$ cat src/rtl/mc_pkg.sv
// Shared types for the multicycle ARM-subset control unit:
// FSM state enum, mux-select/ALU encodings, condition codes and check.
package mc_pkg;

  typedef enum logic [3:0] {
    S_FETCH,
    S_DECODE,
    S_MEMADR,
    S_MEMREAD,
    S_MEMWB,
    S_MEMWRITE,
    S_EXECUTER,
    S_EXECUTEI,
    S_ALUWB,
    S_BRANCH,
    S_BLINK,
    S_UNKNOWN
  } state_e;

  localparam logic [2:0] ALU_ADD = 3'b000;
  localparam logic [2:0] ALU_SUB = 3'b001;
  localparam logic [2:0] ALU_AND = 3'b010;
  localparam logic [2:0] ALU_ORR = 3'b011;

  localparam logic [1:0] SRCB_RD2  = 2'b00;
  localparam logic [1:0] SRCB_IMM  = 2'b01;
  localparam logic [1:0] SRCB_FOUR = 2'b10;
  localparam logic [1:0] SRCB_ZERO = 2'b11;

  localparam logic [1:0] RES_ALUOUT = 2'b00;
  localparam logic [1:0] RES_DATA   = 2'b01;
  localparam logic [1:0] RES_ALURES = 2'b10;

  typedef enum logic [3:0] {
    C_EQ, C_NE, C_CS, C_CC,
    C_MI, C_PL, C_VS, C_VC,
    C_HI, C_LS, C_GE, C_LT,
    C_GT, C_LE, C_AL, C_NV
  } cond_e;

  // f = {N,Z,C,V}
  function automatic logic cond_check(
    input logic [3:0] cond,
    input logic [3:0] f
  );
    logic n, z, c, v;
    logic r;
    {n, z, c, v} = f;
    r = 1'b0;
    unique case (cond_e'(cond))
      C_EQ: r = z;
      C_NE: r = ~z;
      C_CS: r = c;
      C_CC: r = ~c;
      C_MI: r = n;
      C_PL: r = ~n;
      C_VS: r = v;
      C_VC: r = ~v;
      C_HI: r = c & ~z;
      C_LS: r = ~c | z;
      C_GE: r = (n == v);
      C_LT: r = (n != v);
      C_GT: r = ~z & (n == v);
      C_LE: r = z | (n != v);
      C_AL: r = 1'b1;
      C_NV: r = 1'b0;
      default: r = 1'b0;
    endcase
    return r;
  endfunction

endpackage

$ cat src/rtl/multicycle_ctrl_if.sv
// Control bundle between controller (master) and datapath (slave):
// instruction fields/ALU flags in, mux selects and write enables out.
interface multicycle_ctrl_if;
  logic [1:0] Op;
  logic [5:0] Funct;
  logic [3:0] Rd;
  logic [3:0] Cond;
  logic [3:0] ALUFlags;
  logic       PCWrite;
  logic       MemWrite;
  logic       RegWrite;
  logic       IRWrite;
  logic       AdrSrc;
  logic       ALUSrcA;
  logic [1:0] ALUSrcB;
  logic [1:0] ResultSrc;
  logic [1:0] ImmSrc;
  logic [1:0] RegSrc;
  logic [2:0] ALUControl;
  logic       LinkSel;

  modport master (
    input  Op, Funct, Rd, Cond, ALUFlags,
    output PCWrite, MemWrite, RegWrite, IRWrite,
    output AdrSrc, ALUSrcA, ALUSrcB, ResultSrc,
    output ImmSrc, RegSrc, ALUControl, LinkSel
  );

  modport slave (
    output Op, Funct, Rd, Cond, ALUFlags,
    input  PCWrite, MemWrite, RegWrite, IRWrite,
    input  AdrSrc, ALUSrcA, ALUSrcB, ResultSrc,
    input  ImmSrc, RegSrc, ALUControl, LinkSel
  );
endinterface

$ cat src/rtl/cond_unit.sv
// Conditional execution: NZCV flag register, condex_q latched in
// DECODE, and gating of PC/Reg/Mem write enables (all 0 in reset).
module cond_unit
  import mc_pkg::*;
(
  input  logic       clk,
  input  logic       reset,
  input  logic [3:0] cond,
  input  logic [3:0] alu_flags,
  input  logic [1:0] flag_w,
  input  logic       cond_latch,
  input  logic       fetch,
  input  logic       reg_w,
  input  logic       mem_w,
  input  logic       pcs,
  output logic       pc_write,
  output logic       reg_write,
  output logic       mem_write
);

  logic [3:0] flags_q, flags_d;
  logic       condex_q, condex_d;

  // condex_q holds from DECODE to the next DECODE, so flags
  // written during EXECUTE cannot affect this instruction.
  always_comb begin
    flags_d  = flags_q;
    condex_d = condex_q;
    if (cond_latch)
      condex_d = cond_check(cond, flags_q);
    if (flag_w[1] & condex_q)
      flags_d[3:2] = alu_flags[3:2];
    if (flag_w[0] & condex_q)
      flags_d[1:0] = alu_flags[1:0];
  end

  always_ff @(posedge clk) begin
    if (reset) begin
      flags_q  <= '0;
      condex_q <= 1'b0;
    end else begin
      flags_q  <= flags_d;
      condex_q <= condex_d;
    end
  end

  assign reg_write = ~reset & reg_w & condex_q;
  assign mem_write = ~reset & mem_w & condex_q;
  assign pc_write  = ~reset & (fetch | (pcs & condex_q));

endmodule

$ cat src/rtl/multicycle_ctrl.sv
// Multicycle control unit: main FSM, ALU decoder, cond_unit.
// Ports: clk, reset (sync, active-high), bus (master). Option MC_BL_LINK_EN.
module multicycle_ctrl
  import mc_pkg::*;
(
  input  logic              clk,
  input  logic              reset,
  multicycle_ctrl_if.master bus
);

  state_e     state_q, state_d;
  logic       fetch, decode;
  logic       ir_write, adr_src, alu_src_a;
  logic [1:0] alu_src_b, result_src;
  logic       reg_w, mem_w, branch, alu_op, link_sel;
  logic [2:0] alu_ctl;
  logic       alu_known, alu_addsub;
  logic [1:0] flag_w;
  logic       pcs;

  always_ff @(posedge clk) begin
    if (reset) state_q <= S_FETCH;
    else       state_q <= state_d;
  end

  always_comb begin
    state_d    = S_FETCH;
    fetch      = 1'b0;
    decode     = 1'b0;
    ir_write   = 1'b0;
    adr_src    = 1'b0;
    alu_src_a  = 1'b0;
    alu_src_b  = SRCB_RD2;
    result_src = RES_ALUOUT;
    reg_w      = 1'b0;
    mem_w      = 1'b0;
    branch     = 1'b0;
    alu_op     = 1'b0;
    link_sel   = 1'b0;
    unique case (state_q)
      S_FETCH: begin
        fetch      = 1'b1;
        ir_write   = 1'b1;
        alu_src_a  = 1'b1;
        alu_src_b  = SRCB_FOUR;
        result_src = RES_ALURES;
        state_d    = S_DECODE;
      end
      S_DECODE: begin
        decode     = 1'b1;
        alu_src_a  = 1'b1;
        alu_src_b  = SRCB_FOUR;
        result_src = RES_ALURES;
        unique case (bus.Op)
          2'b00: state_d = bus.Funct[5] ? S_EXECUTEI : S_EXECUTER;
          2'b01: state_d = S_MEMADR;
`ifdef MC_BL_LINK_EN
          2'b10: state_d = bus.Funct[4] ? S_BLINK : S_BRANCH;
`else
          2'b10: state_d = S_BRANCH;
`endif
          default: state_d = S_UNKNOWN;
        endcase
      end
      S_MEMADR: begin
        alu_src_b = SRCB_IMM;
        state_d   = bus.Funct[0] ? S_MEMREAD : S_MEMWRITE;
      end
      S_MEMREAD: begin
        adr_src = 1'b1;
        state_d = S_MEMWB;
      end
      S_MEMWB: begin
        result_src = RES_DATA;
        reg_w      = 1'b1;
      end
      S_MEMWRITE: begin
        adr_src = 1'b1;
        mem_w   = 1'b1;
      end
      S_EXECUTER: begin
        alu_op  = 1'b1;
        state_d = S_ALUWB;
      end
      S_EXECUTEI: begin
        alu_src_b = SRCB_IMM;
        alu_op    = 1'b1;
        state_d   = S_ALUWB;
      end
      S_ALUWB: begin
        result_src = RES_ALUOUT;
        reg_w      = 1'b1;
      end
`ifdef MC_BL_LINK_EN
      S_BLINK: begin
        alu_src_a  = 1'b1;
        alu_src_b  = SRCB_ZERO;
        result_src = RES_ALURES;
        reg_w      = 1'b1;
        link_sel   = 1'b1;
        state_d    = S_BRANCH;
      end
`endif
      S_BRANCH: begin
        alu_src_b  = SRCB_IMM;
        result_src = RES_ALURES;
        branch     = 1'b1;
      end
      default: state_d = S_FETCH;
    endcase
  end

  // Unsupported DP functs still add, but never write flags.
  always_comb begin
    alu_ctl    = ALU_ADD;
    alu_known  = 1'b0;
    alu_addsub = 1'b0;
    if (alu_op) begin
      unique case (bus.Funct[4:1])
        4'b0100: begin
          alu_ctl    = ALU_ADD;
          alu_known  = 1'b1;
          alu_addsub = 1'b1;
        end
        4'b0010: begin
          alu_ctl    = ALU_SUB;
          alu_known  = 1'b1;
          alu_addsub = 1'b1;
        end
        4'b0000: begin
          alu_ctl   = ALU_AND;
          alu_known = 1'b1;
        end
        4'b1100: begin
          alu_ctl   = ALU_ORR;
          alu_known = 1'b1;
        end
        default: alu_ctl = ALU_ADD;
      endcase
    end
  end

  assign flag_w = {bus.Funct[0] & alu_known,
                   bus.Funct[0] & alu_addsub};

  // The BL link write targets R14, never the PC.
  assign pcs = branch |
               (reg_w & (bus.Rd == 4'hF) & ~link_sel);

  cond_unit u_cond (
    .clk        (clk),
    .reset      (reset),
    .cond       (bus.Cond),
    .alu_flags  (bus.ALUFlags),
    .flag_w     (flag_w),
    .cond_latch (decode),
    .fetch      (fetch),
    .reg_w      (reg_w),
    .mem_w      (mem_w),
    .pcs        (pcs),
    .pc_write   (bus.PCWrite),
    .reg_write  (bus.RegWrite),
    .mem_write  (bus.MemWrite)
  );

  assign bus.IRWrite    = ir_write & ~reset;
  assign bus.AdrSrc     = adr_src;
  assign bus.ALUSrcA    = alu_src_a;
  assign bus.ALUSrcB    = alu_src_b;
  assign bus.ResultSrc  = result_src;
  assign bus.ALUControl = alu_ctl;
  assign bus.LinkSel    = link_sel;
  assign bus.ImmSrc     = bus.Op;
  assign bus.RegSrc     = {bus.Op == 2'b01, bus.Op == 2'b10};

endmodule

$ cat src/flat_wrapper.sv
// flat-port wrapper written by rule: the top's interface ports become plain ports
module multicycle_ctrl_flat import mc_pkg::*;
  (clk, reset, bus_Op, bus_Funct, bus_Rd, bus_Cond, bus_ALUFlags, bus_PCWrite, bus_MemWrite, bus_RegWrite, bus_IRWrite, bus_AdrSrc, bus_ALUSrcA, bus_ALUSrcB, bus_ResultSrc, bus_ImmSrc, bus_RegSrc, bus_ALUControl, bus_LinkSel);
  multicycle_ctrl_if bus_i ();
  input  logic clk;
  input  logic reset;
  input wire logic [$bits(bus_i.Op)-1:0] bus_Op;
  input wire logic [$bits(bus_i.Funct)-1:0] bus_Funct;
  input wire logic [$bits(bus_i.Rd)-1:0] bus_Rd;
  input wire logic [$bits(bus_i.Cond)-1:0] bus_Cond;
  input wire logic [$bits(bus_i.ALUFlags)-1:0] bus_ALUFlags;
  output wire logic [$bits(bus_i.PCWrite)-1:0] bus_PCWrite;
  output wire logic [$bits(bus_i.MemWrite)-1:0] bus_MemWrite;
  output wire logic [$bits(bus_i.RegWrite)-1:0] bus_RegWrite;
  output wire logic [$bits(bus_i.IRWrite)-1:0] bus_IRWrite;
  output wire logic [$bits(bus_i.AdrSrc)-1:0] bus_AdrSrc;
  output wire logic [$bits(bus_i.ALUSrcA)-1:0] bus_ALUSrcA;
  output wire logic [$bits(bus_i.ALUSrcB)-1:0] bus_ALUSrcB;
  output wire logic [$bits(bus_i.ResultSrc)-1:0] bus_ResultSrc;
  output wire logic [$bits(bus_i.ImmSrc)-1:0] bus_ImmSrc;
  output wire logic [$bits(bus_i.RegSrc)-1:0] bus_RegSrc;
  output wire logic [$bits(bus_i.ALUControl)-1:0] bus_ALUControl;
  output wire logic [$bits(bus_i.LinkSel)-1:0] bus_LinkSel;
  assign bus_i.Op = bus_Op;
  assign bus_i.Funct = bus_Funct;
  assign bus_i.Rd = bus_Rd;
  assign bus_i.Cond = bus_Cond;
  assign bus_i.ALUFlags = bus_ALUFlags;
  assign bus_PCWrite = bus_i.PCWrite;
  assign bus_MemWrite = bus_i.MemWrite;
  assign bus_RegWrite = bus_i.RegWrite;
  assign bus_IRWrite = bus_i.IRWrite;
  assign bus_AdrSrc = bus_i.AdrSrc;
  assign bus_ALUSrcA = bus_i.ALUSrcA;
  assign bus_ALUSrcB = bus_i.ALUSrcB;
  assign bus_ResultSrc = bus_i.ResultSrc;
  assign bus_ImmSrc = bus_i.ImmSrc;
  assign bus_RegSrc = bus_i.RegSrc;
  assign bus_ALUControl = bus_i.ALUControl;
  assign bus_LinkSel = bus_i.LinkSel;
  multicycle_ctrl u_core (.clk(clk), .reset(reset), .bus(bus_i));
endmodule
$ cat config.mk
export PLATFORM = sky130hd
export DESIGN_NAME = multicycle_ctrl_flat
export DESIGN_NICKNAME = d
export VERILOG_FILES = /design/src/rtl/mc_pkg.sv /design/src/rtl/multicycle_ctrl_if.sv /design/src/rtl/cond_unit.sv /design/src/rtl/multicycle_ctrl.sv /design/src/flat_wrapper.sv
export SDC_FILE = /design/constraint.sdc
export NUM_CORES = 1
export LEC_CHECK = 0
export ABC_AREA = 1
export BUFFER_PORTS_ARGS = -buffer_cell sky130_fd_sc_hd__buf_2
export CAP_MARGIN = 20
export CORE_MARGIN = 5
export CORE_UTILIZATION = 40
export DETAILED_ROUTE_END_ITERATION = 12
export GPL_ROUTABILITY_DRIVEN = 0
export GPL_TIMING_DRIVEN = 1
export PLACE_DENSITY = 0.71
export SKIP_LAST_GASP = 1
export SLEW_MARGIN = 5
export SYNTH_ARGS = -nofsm -noshare
export SYNTH_HDL_FRONTEND = slang
export SYNTH_SLANG_ARGS = --single-unit
export TNS_END_PERCENT = 100
$ cat constraint.sdc
create_clock -name clk -period 2.4 [get_ports clk]
set_clock_uncertainty 0.1 [all_clocks]
set_input_delay 0.12 -clock clk [delete_from_list [all_inputs] [get_ports clk]]
set_output_delay 0.12 -clock clk [all_outputs]
set_load 0.03 [all_outputs]
* Word level (Yosys, flattened, before mapping)
Index checks and enable logic that the tools add are counted.
** Storage, ports and cells
- Logic and storage cells :: 92
- Output and inout port bits :: 18
- Register bits after elaboration :: 9
- Input port bits :: 22
** Cells by class
- Mux-type cells :: 21
- Reduce and logical (&&, ||, !) cells :: 12
- Eq/ne operators :: 32
- Bitwise gates (word level) :: 23
** Operators with widths (count)
- $eq 4x4->1 const B :: 12
- $eq 4x3->1 const B :: 9
- $eq 4x2->1 const B :: 5
- $pmux 4 s5 :: 1
- $pmux 1 s16 :: 1
- $and 1x1->1 :: 14
- $mux 1 :: 13
- $logic_not 4->1 :: 3
- $pmux 4 s3 :: 1
- $reduce_or 2->1 :: 5
- $eq 4x1->1 const B :: 2
- $pmux 2 s2 :: 2
- $mux 3 :: 2
- $pmux 2 s3 :: 1
- $reduce_or 3->1 :: 2
- $not 1->1 :: 5
- $or 1x1->1 :: 4
- $reduce_or 4->1 :: 1
- $eq 2x1->1 const B :: 1
- $eq 2x2->1 const B :: 1
- $logic_not 2->1 :: 1
- $eq 1x1->1 :: 1
- $ne 1x1->1 :: 1

* Depth between registers and ports, before layout
Gate-level depths: netlist of the first run.
- Depth in word-level cells :: 8
- Depth in mapped cells :: 11
- Gate-level depth less buffers :: 10

* Hierarchy
A second synthesis of the first run with hierarchy kept.
** Unflattened totals
- Cells, all modules :: 157
- Area, all modules :: 847.1 um2
** By module, submodules not included
- multicycle_ctrl :: cells each 83, times used 1, area each 454.2 um2
- cond_unit :: cells each 74, times used 1, area each 392.9 um2

* Worst setup path after synthesis of the first run
OpenSTA, ideal clock, no wires.
- Path type :: flip-flop to output port
- Start :: register u_core.state_q[1]
- End :: output port bus_ResultSrc[0]
- Arrival time :: 1445 ps
- Data required time :: 2180 ps
- Path buffers :: 1
- Stages on the path, launching flop included :: 3
- Setup slack :: 735 ps
- Cells stage by stage :: dfxtp_1 > buf_4 > nor4_1
** Between the ends
- Longest elaborated chain between the ends :: 3
** RTL lines
- start, declared :: RTL line multicycle_ctrl.sv:11 : state_e state_q, state_d;
- start signal, assigned :: RTL line multicycle_ctrl.sv:23 : else state_q <= state_d;
- $eq 4x4->1 (tied with other cells) :: RTL line multicycle_ctrl.sv:40 : unique case (state_q)
- $reduce_or 3->1 (no line)
- $pmux 2 s2 (*) :: RTL line multicycle_ctrl.sv:40
- end, declared :: RTL line flat_wrapper.sv:19 : output wire logic [$bits(bus_i.ResultSrc)-1:0] bus_ResultSrc;
Every way passes the cells marked *; elsewhere a longest branch is shown, timed or not.

* Worst setup path in the final report of the first run
- Start :: register u_core.state_q[0]
- End :: output port bus_PCWrite
** Between the ends
- Longest elaborated chain between the ends :: 8
** RTL lines
- $eq 4x3->1 or $eq 4x4->1 (tied branches) :: RTL line multicycle_ctrl.sv:40
- $reduce_or 2->1 (no line)
- $mux 1 :: RTL line multicycle_ctrl.sv:40
- $and 1x1->1 :: RTL line multicycle_ctrl.sv:148 : (reg_w & (bus.Rd == 4'hF) & ~link_sel);
- $or 1x1->1 :: RTL line multicycle_ctrl.sv:147 : assign pcs = branch |
- $and 1x1->1 :: RTL line cond_unit.sv:49 : assign pc_write = ~reset & (fetch | (pcs & condex_q));
- $or 1x1->1 (*) :: RTL line cond_unit.sv:49
- $and 1x1->1 (*) :: RTL line cond_unit.sv:49
- end, declared :: RTL line flat_wrapper.sv:12 : output wire logic [$bits(bus_i.PCWrite)-1:0] bus_PCWrite;
Marks and branches as above.

==> results of run 1 <==
routing by layer:
metal  GRT usage [%]  wire length [um]
met1            21.5               969
met5               0                 0
met3            4.02               183
met2            26.6               997
met4            10.9                41
worst max-delay path, delay by kind of cell (launching register included):
kind | cells | cell delay, ns
AO/OA/AOI/OAI | 2 | 0.16
buffers and inverters | 2 | 0.32
flip-flops | 1 | 0.40
AND/OR/NAND/NOR | 3 | 0.43
synth_stat cells (all sizes together):
| master | instances |
|---|---|
| nand2 | 44 |
| nand4 | 1 |
| nor3 | 1 |
| nand3 | 11 |
| o21a | 1 |
| nor4 | 1 |
| buf | 6 |
| and3 | 1 |
| o22ai | 2 |
| inv | 22 |
| o211ai | 1 |
| o21ai | 8 |
| conb | 1 |
| nor2 | 23 |
| dfxtp | 9 |
| nand3b | 2 |
| a21oi | 9 |
cells by family (layout without fill, tap and decap cells):
kind of cell	count (synthesis)	count (layout)	synth area share [%]
flip-flops	9	9	22.3
AO/OA/AOI/OAI	21	21	15.3
AND/OR/NAND/NOR	84	84	46.4
buffers and inverters	28	66	15.5
other	1	2	0.464
stage by stage:
| stage | util, % | std cells | cell area [um2] | total power, mW |
|---|---|---|---|---|
| 5_1_grt | 53.8 | 209 | 1040 | 0.521 |
| 3_5_place_dp | 50.9 | 202 | 988 | 0.358 |
| 6_report | 53.8 | 209 | 1040 | 0.488 |
| 3_3_place_gp | 50.9 | 202 | 988 | 0.356 |
| 2_1_floorplan | - | 144 | 812 | 0.307 |
| 4_1_cts | 53.8 | 209 | 1040 | 0.489 |
power by group through the flow:
stage,Combinational [mW],Sequential [mW],Clock (mW)
after floorplan,0.139,0.168,0
after global placement,0.183,0.173,0
after detailed placement,0.185,0.173,0
after CTS,0.190,0.170,0.129
after global routing,0.210,0.173,0.138
final,0.189,0.171,0.128
cell type report:
type | instances | area [um2]
fill | 216 | 897
multi-input combinational | 107 | 507
timing repair buffer | 40 | 215
sequential | 9 | 180
inverter | 22 | 82.6
tap | 27 | 33.8
clock buffer | 4 | 26.3
path summary, 6_finish.rpt:
| check | startpoint | end |
|---|---|---|
| max | u_core.state_q[0]$_SDFF_PP0_ | bus_PCWrite |
| min | bus_ALUFlags[0] | u_core.u_cond.flags_q[0]$_SDFFE_PP0P_ |
| max reg2reg | u_core.state_q[1]$_SDFF_PP0_ | u_core.u_cond.flags_q[1]$_SDFFE_PP0P_ |
| min reg2reg | u_core.u_cond.flags_q[0]$_SDFFE_PP0P_ | u_core.u_cond.flags_q[0]$_SDFFE_PP0P_ |
sequential cells by signal, summed over array words and instances, names as in the netlist:
register and flops:
u_core.u_cond.condex_q 1, u_core.state_q 4, u_core.u_cond.flags_q 4
==> reports/results.ini, run 1 <==
[timing]
finalCritPeriodShare_pct=75.3
layout_setup_ws_ns=0.593
maxSlewViolCount=0
timing.setup.tns_ns=0
timing.hold.ws_ns=0.0432
period_needed_ns=1.81
rsz0062_at_grt=no
fmax_mhz=554
hold_viol_final=0
setup_viol_count_final=0

[global_routing]
overflow=0
grt_start_max_net_pins=11
antenna_found_initial=0
grt_util_all_layers_pct=17.3
grt_pass1_wl_um=3710
grt_pass1_vias=928

[outcome]
outcome=complete, no violations

[clocking]
postCtsSetupBuffers=0
cts-buffers-inserted=3
cts.sinks=9
cts-root-buf=clkbuf_4
clk_pin_slew_ns=0.07
clockBufferDepth=2
cts_htree_levels=1
holdBufCountCts=3
cts_resized=0
cts_tree=yes
clk_latency_ns=0.28

[floorplan]
die_area_um2=3020
floorplan.rows=16
start_util_pct=41.6
coreArea_um2=1940
die_w_um=55.0
ios=40
fp.dieH_um=55.0

[detailed_routing]
routedWlPerCell_um=10.5
drcViolationCount=0
finalWirelength_um=2190
first_pass_iters=4
via_per_inst=4.67
drtIter0Drc=16
postRouteAntennaNets=0
via_count=977

[layout]
nets=205
area_delta_synth_final_pct=29.3
layout_common_cells=nand2_1 (41), buf_2 (37), inv_1 (21), nor2_1 (20), nand3_1 (10)
layout_commonest_cell=nand2_1
antenna_cells=0
drive_gt1_share_pct=26.9

[yosys]
yosys_warnings=0
ys_ff_latch=9
synth_area_leaders=dfxtp_1 (22%), nand2_1 (19%), inv_1 (9.8%), nor2_1 (9.3%), nand3_1 (6.2%)
ys_seq_area_share_pct=22.3
synthesis.area_um2=808
ys_types=26
synth_top_area_share_pct=22.3
avgSynthCellArea_um2=5.65
yosysTopAreaCell=dfxtp_1
synthCells=143

[worst_setup_path]
path_cells=inv_1 > nor2_1 > nand2_1 > o21ai_0 > nand2_1 > o21ai_0 > buf_2
cp.required_ns=2.18
path_class=flop to primary output
slowest_stage=dfxtp_1
arrival_ns=1.59
reg2reg_setup_slack_ns=1.04
cp-start-kind=flop
end_kind=primary output
rr_worst_depth=5
crit_fanout=5
max_stage_delay_ns=0.40

[power_and_ir_drop]
power_frac_comb_pct=38.8
peakVddDrop_mv=0.268
p_int_uw=284
netSwitchingFraction_pct=41.8
p_leak_nw=0.598
p_clk_share_pct=26.2
pwr-share-seq_pct=35.0
power_density_nw_per_um2=467
switchingPower_uw=204

[place]
place_ws_ns=0.952
portBuffers=37
dpl.hpwl_um=1740

[min_path]
min_path_cells=3
hp-class=input pin to flop

[job]
cap_violations=0

(Power assumes the default switching activity.)
==> run 2: changes to the inputs <==
PLACE_DENSITY = 0.74   (was 0.71)
clock period = 1.45 ns   (was 2.4 ns; I/O delays follow)
==> run 2 against run 1 <==
  * The flow now finishes with violations (negative hold slack, negative setup slack)
  * Total power grew 91%
  * Critical path depth fell by 1
  * Register-to-register slack got worse by 0.96 ns
  * Via count grew 8.2%
  * Cell area up 23%
  * Worst setup slack lost 0.69 ns
  * Hold slack got worse by 0.049 ns
  * Sequential share of layout area decreased by 2.4 points
  * Critical endpoint unchanged
  * Largest cell class unchanged
  * Highest routed layer unchanged
==> reports/results.ini, run 2 (synthesis gave the netlist of run 1 again) <==
[outcome]
outcome=finished, violations left
failed_checks=negative hold slack, negative setup slack

[clocking]
clk_latency_ns=0.28
cts.sinks=9
cts-root-buf=clkbuf_4
clk_pin_slew_ns=0.07
cts_htree_levels=1
cts-buffers-inserted=3
clockBufferDepth=2
cts_tree=yes

[place]
dpl.hpwl_um=1800
portBuffers=37

[layout]
largestRegisters=u_core.state_q x4, u_core.u_cond.flags_q x4, u_core.u_cond.condex_q x1
antenna_cells=0
nets=218
layout_commonest_cell=nand2_1
drive_gt1_share_pct=41.5
layout_common_cells=nand2_1 (39), buf_2 (25), inv_1 (18), buf_4 (16), nor2_1 (13)
area_delta_synth_final_pct=58.4

[worst_setup_path]
reg2reg_to=u_core.state_q[1]$_SDFF_PP0_
rr_worst_depth=7
crit_fanout=5
path_class=flop to primary output
cp-start-kind=flop
crit_path_end=bus_PCWrite
reg2reg_setup_slack_ns=0.08
end_kind=primary output
cp-startpoint=u_core.state_q[1]$_SDFF_PP0_
cp.required_ns=1.28
arrival_ns=1.38
timing.rr.start=u_core.state_q[2]$_SDFF_PP0_

[timing]
layout_setup_ws_ns=-0.101
fmax_mhz=645
timing.hold.ws_ns=-0.00618
period_needed_ns=1.55
finalCritPeriodShare_pct=107
hold_viol_final=1
maxSlewViolCount=0
setup_viol_count_final=9
rsz0062_at_grt=yes

[global_routing]
grt_pass1_wl_um=3710
grt_util_all_layers_pct=17.1
antenna_found_initial=0
overflow=0
grt_pass1_vias=894
grt_start_max_net_pins=9

[detailed_routing]
routed.top_layer=met4
via_per_inst=4.76
finalWirelength_um=2560
first_pass_iters=4
drcViolationCount=0
route.met3.wl_um=155
wl_met2_um=1340
postRouteAntennaNets=0
wl_met1_um=1030
via_count=1057
drtIter0Drc=20
routedWlPerCell_um=11.5

[floorplan]
die_w_um=55.0
fp.dieH_um=55.0
coreArea_um2=1940
die_area_um2=3020
start_util_pct=41.6
floorplan.rows=16
ios=40

[power_and_ir_drop]
switchingPower_uw=380
power_density_nw_per_um2=730
power_uw=934
pwr-share-seq_pct=30.4
p_clk_share_pct=22.7
p_leak_nw=0.679
netSwitchingFraction_pct=40.7
power_frac_comb_pct=46.9
peakVddDrop_mv=0.575
p_int_uw=554

[min_path]
hp-class=input pin to flop

[job]
cap_violations=0

## run 2: cell count changes in the layout (fill, tap and decap cells not counted), moves of 4 or more
cell and change:
nor2_1 -7, dfxtp_1 -4, buf_6 +8, buf_4 +16
buf_2 -12, o21ai_0 -4, nor2_2 +4
## run 2: timing repair
action | CTS | global route
resized for setup | 22 | 30
pin swaps | 2 | 7
endpoints found under the hold margin | 5 | 2
hold buffers | 3 | 1
buffers inserted | 4 | 6
endpoints found under the setup margin | 11 | 12
## run 2: through the flow
stage / cells / setup slack (ns) / instance area [um2] / util [%] / setup TNS, ns
after floorplan: 144 / 0.105 / 818 / - / 0
after global placement: 204 / 0.128 / 1010 / 52.0 / 0
after detailed placement: 204 / 0.0688 / 1010 / 52.0 / 0
after CTS: 215 / -0.0681 / 1140 / 58.7 / -0.139
after global routing: 222 / -0.202 / 1280 / 65.9 / -1.32
final: 222 / -0.101 / 1280 / 65.9 / -0.525
## run 2: metal layers
metal / up-vias / GRT usage (%)
met4: 0 / 3.64
met1: 477 / 18.0
met5: - / 0
li1: 548 / -
met2: 27 / 32.9
met3: 5 / 5.09
## run 2: critical path: stages, from the launching register on
cell and delay, ns:
dfxtp_2 0.37, nor2_1 0.20, o21ai_2 0.10, o21ai_1 0.14, nand2_1 0.06, o21ai_1 0.07
buf_4 0.17
## run 2: power by group through the flow
stage               combinational (mW)  sequential, mW  clock (mW)
global placement                 0.316           0.285           0
CTS                              0.372           0.282       0.212
global route                     0.476           0.285       0.231
floorplan                        0.234           0.278           0
detailed placement               0.321           0.286           0
finish                           0.438           0.284       0.212
## run 2: worst min-delay path by stage
stage / from / endpoint / slack, ns / cells after the start
6_report: bus_ALUFlags[0] / u_core.u_cond.flags_q[0]$_SDFFE_PP0P_ / -0.006 / 3
5_1_grt: bus_Cond[3] / u_core.u_cond.condex_q$_SDFFE_PP0P_ / 0.03 / 5
4_1_cts: reset / u_core.state_q[1]$_SDFF_PP0_ / -0.07 / 2
3_5_place_dp: bus_ALUFlags[3] / u_core.u_cond.flags_q[3]$_SDFFE_PP0P_ / 0.21 / 3
3_3_place_gp: bus_ALUFlags[3] / u_core.u_cond.flags_q[3]$_SDFFE_PP0P_ / 0.19 / 3
2_1_floorplan: reset / u_core.state_q[1]$_SDFF_PP0_ / 0.04 / 1
## run 2: final cells by class
cell class / instances / area, um2
Fill cell: 177 / 662
Multi-Input combinational cell: 107 / 569
Timing Repair Buffer: 53 / 375
Sequential cell: 9 / 190
Inverter: 22 / 85.1
Tap cell: 27 / 33.8
Clock buffer: 4 / 26.3
